--- src/rtl/acc_drain_pkg.sv ---
// acc_drain_pkg: shared systolic-array types and the WY->WO saturation helper
package acc_drain_pkg;
  typedef enum logic {IDLE, DRAIN} state_t;
  // Clip a sign-extended accumulator value into a signed wo-bit range.
  // The PE output path can reuse this by sign-extending into 64 bits.
  function automatic logic signed [63:0] sat_clip(input logic signed [63:0] v, input int wo);
    logic signed [63:0] hi;
    logic signed [63:0] lo;
    hi = (64'sd1 <<< (wo - 1)) - 64'sd1;
    lo = -hi - 64'sd1;
    return v > hi ? hi : v < lo ? lo : v;
  endfunction
endpackage

--- src/rtl/acc_drain.sv ---
// acc_drain: serialises a parallel block of R accumulator words into a saturated AXI-Stream
// Ports: clk, rstn (sync, active-low); s_valid/s_ready/s_data take a block of R signed WY-bit
// words; m_valid/m_ready/m_data/m_last emit WO-bit saturated words, m_last on element R-1;
// sat_flag is sticky once any emitted word was clipped.
module acc_drain
  import acc_drain_pkg::*;
#(
  parameter int R  = 4,
  parameter int WY = 16,
  parameter int WO = 8
) (
  input  logic            clk,
  input  logic            rstn,
  input  logic            s_valid,
  output logic            s_ready,
  input  logic [R*WY-1:0] s_data,
  output logic            m_valid,
  input  logic            m_ready,
  output logic [WO-1:0]   m_data,
  output logic            m_last,
  output logic            sat_flag
);
  localparam int CW = R > 1 ? $clog2(R) : 1;
  state_t state, state_n;
  logic signed [WY-1:0] buf_q [R];
  logic [CW-1:0] cnt;
  logic signed [63:0] ext, clip;
  logic load, hs, clipped;
  always_comb begin
    ext = 64'(buf_q[0]);
    clip = sat_clip(ext, WO);
    clipped = clip != ext;
    m_data = clip[WO-1:0];
    m_valid = state == DRAIN;
    m_last = m_valid && cnt == CW'(R - 1);
    hs = m_valid && m_ready;
    // The last handshake frees the buffer in the same cycle, so a new block can load with no bubble.
    s_ready = rstn && (state == IDLE || (hs && m_last));
    load = s_valid && s_ready;
    state_n = load ? DRAIN : (hs && m_last) ? IDLE : state;
  end
  always_ff @(posedge clk) begin
    if (!rstn) begin
      state <= IDLE;
      cnt <= '0;
      sat_flag <= 1'b0;
      for (int i = 0; i < R; i++) buf_q[i] <= '0;
    end else begin
      state <= state_n;
      if (hs && clipped) sat_flag <= 1'b1;
      if (load) begin
        for (int i = 0; i < R; i++) buf_q[i] <= s_data[WY*i +: WY];
        cnt <= '0;
      end else if (hs) begin
        // Shift toward element 0 so the output always reads entry 0.
        for (int i = 0; i < R - 1; i++) buf_q[i] <= buf_q[i+1];
        buf_q[R-1] <= '0;
        cnt <= cnt + 1'b1;
      end
    end
  end
endmodule

--- config.mk ---
export PLATFORM = sky130hd
export DESIGN_NAME = acc_drain
export DESIGN_NICKNAME = d
export VERILOG_FILES = /design/src/rtl/acc_drain_pkg.sv /design/src/rtl/acc_drain.sv
export SDC_FILE = /design/constraint.sdc
export NUM_CORES = 1
export LEC_CHECK = 0
export ABC_AREA = 1
export BUFFER_PORTS_ARGS = -buffer_cell sky130_fd_sc_hd__buf_4
export CAP_MARGIN = 0
export CORE_UTILIZATION = 55
export CTS_BUF_LIST = sky130_fd_sc_hd__clkbuf_16
export CTS_CLUSTER_SIZE = 40
export DETAILED_ROUTE_END_ITERATION = 10
export PLACE_DENSITY_LB_ADDON = 0.12
export RECOVER_POWER = 50
export SYNTH_ARGS = -nofsm -noshare
export SYNTH_HDL_FRONTEND = slang
export SYNTH_SLANG_ARGS = --single-unit
--- constraint.sdc ---
create_clock -name clk -period 4.7 [get_ports clk]
set_clock_uncertainty 0.05 [all_clocks]
set_input_delay 0.705 -clock clk [delete_from_list [all_inputs] [get_ports clk]]
set_output_delay 0.705 -clock clk [all_outputs]
set_load 0.1 [all_outputs]
==> flow_summary.ini <==
[run_status]
outcome = finished clean

[synth]
ys.warnings.count = 0
syn_area_per_cell_um2 = 8.87
synth_edf_count = 48
synth_fa_ha_area_share_pct = 0.769
synthFlopType = edfxtp_1
synth_mux_area_share_pct = 0
syn_inst = 367
netlist_area_um2 = 3260
synth_nets = 437
synth_compound_area_share_pct = 7.53
synth_top_family_by_area = simple AND/OR/NAND/NOR gates
synth-simple-area-share_pct = 25.3
synth_xor_xnor_area_share_pct = 0.269
async_flop_share_pct = 0
ys_seq_elements = 68
yosysSeqAreaShare_pct = 56.6
synth_cell_types = 26

[clock_network]
cts_setup_buffers = 0
root_buffer = clkbuf_16
clkLatencyLatePin_ns = 0.31
htreeDepth = 3
cts_num_sinks = 68
clock_path_buffers = 2
cts_hold_buffers = 0
clk_pin_slew_ns = 0.05
cts_buffers = 9
cts_resized = 0
cts_tree = built

[setup_path]
cp.required_ns = 4.70
crit_top_cell = nand2_1
cpLargestDelayFamily = simple AND/OR/NAND/NOR gates
cp.buffers_inverters = 1
cp_slowest_cell = nor2_4
crit_path_start = cnt[0]
crit_chain = ha_1 -> a21boi_0 -> nor2_4 -> nand2_1 -> nand2_1 -> nor2_8 -> inv_6 -> o21ai_0
reg2reg_slack_ns = 1.48
start_kind = flop
crit_path_max_incr_delay_ns = 0.73
r2r-start = cnt[0]
crit_fanout = 46
crit_path_end_kind = flop
crit_arrival_ns = 3.22
critPathKind = reg -> reg

[timing]
setup_violations = 0
finalHoldViolations = 0
fin_ws_ns = 1.48
setup_tns_ns = 0
drv_slew = 0
grt_setup_unrepaired = no
worstMarginPinSlew_ns = 1.17
fin_crit_ns = 3.22
max_clock_freq_mhz = 311
slew_headroom_pct = 22.5
period_share_pct = 68.4

[floorplan]
start_util_pct = 58.1
io-pin-count = 80
core-area_um2 = 5610
die_area_um2 = 6230
num_rows = 27
die_h_um = 78.9
die_w_um = 78.9

[drt]
firstDrtPassIters = 4
wirelength_um = 6250
drc_errors = 0
antenna_left = 0
drt-initial-drc-count = 143
via_count = 2642
wl_per_cell_um = 12.2
vias_per_cell = 5.15

[global_routing]
antenna_found_initial = 0
grt_util_met3_pct = 2.99
grt_pass1_wl_um = 10500
grtUsageMet2_pct = 39.1
grt-busiest-layer = met2
globalRouteMet1Util_pct = 26.1
grt_pass1_vias = 2457
gr-total-overflow = 0
grt_max_degree = 67
grt_use_total_pct = 22.0

[placed_design]
numPortBuffers = 79
detailed_place_hpwl_um = 4370
gp_congestion = 0.763
dpl_worst_slack_ns = 1.80

[final_layout]
multi_input_area_um2 = 1090
diodes = 0
nFillCells = 442
drive_above_1_share_pct = 20.4
nets = 506
final_cell_mix = 94 x nand2_1, 72 x buf_4, 68 x nand3_1
final_common_cell = nand2_1
seq_area_um2 = 1840
area_growth_pct = 23.6

[run]
drv_cap = 0

[power]
power.density_nw_per_um2 = 379
irDropWorstVdd_uv = 203
power.leakage_uw = 0.00184

[hold_path]
min_from = cnt[1]
hold_path_class = reg -> reg
## stage by stage
stage / instance area (µm²) / total power [µW] / hold slack [ns] / cells / util, %
6_report: 4020 / 1520 / 0.417 / 513 / 71.7
5_1_grt: 4020 / 1590 / 0.447 / 513 / 71.7
4_1_cts: 4070 / 1540 / 0.419 / 513 / 72.5
3_5_place_dp: 3810 / 987 / 0.412 / 497 / 68.0
3_3_place_gp: 3810 / 980 / 0.418 / 497 / 68.0
2_1_floorplan: 3260 / 907 / 0.385 / 367 / -
## kinds of logic (layout without fill, tap and decap cells)
kind of cell	count (synthesis)	after routing
fa+ha+maj	2	2
compound gates	43	43
buf+inv	68	142
simple gates	185	185
flops	68	68
xor+xnor	1	1
## worst reg2reg max path, delay by kind of cell, from the launching register on
kind                     cells  cell delay (ns)
buffers and inverters        1             0.24
AND/OR/NAND/NOR              4             1.83
flip-flops                   1             0.37
adder cells (fa/ha/maj)      1             0.18
AO/OA/AOI/OAI                2             0.29
## cells in the mapped netlist, types with 4 or more instances
master | instances | area, µm²
buf_2 | 8 | 40.0
buf_4 | 5 | 37.5
clkbuf_1 | 5 | 18.8
dfxtp_1 | 20 | 400
edfxtp_1 | 48 | 1440
inv_1 | 38 | 143
inv_2 | 7 | 26.3
nand2_1 | 92 | 345
nand3_1 | 68 | 340
nand4_1 | 4 | 25.0
nor2_1 | 17 | 63.8
o21ai_0 | 28 | 140
o31ai_1 | 5 | 37.5
## layer usage
metal | part of all wire, % | routed length, µm
met5 | 0 | 0
met4 | 1.9 | 120
met3 | 5.1 | 320
met2 | 51 | 3170
met1 | 42 | 2640
## power by group
group / internal [µW] / switching (µW)
clock: 344 / 211
sequential: 702 / 21.7
combinational: 74.0 / 170
## area by class of cell
type	instances	area share (%)
flip-flops and latches	68	45.8
multi-input cells	231	27.1
clock inverters	7	0.715
repair buffers	80	14.2
inverters	46	4.42
clock buffers	9	5.60
well taps	72	2.24
## worst paths after layout
check	to	cells past startpoint
hold reg to reg	cnt[1]	2
hold / removal	cnt[1]	2
setup reg to reg	buf_q[2][12]	8
setup / recovery	buf_q[2][12]	8
## sequential cells by signal, indices dropped and copies added (netlist names)
signal	count
m_valid	1
cnt	2
sat_flag	1
buf_q	64
(Power assumes the default switching activity.)
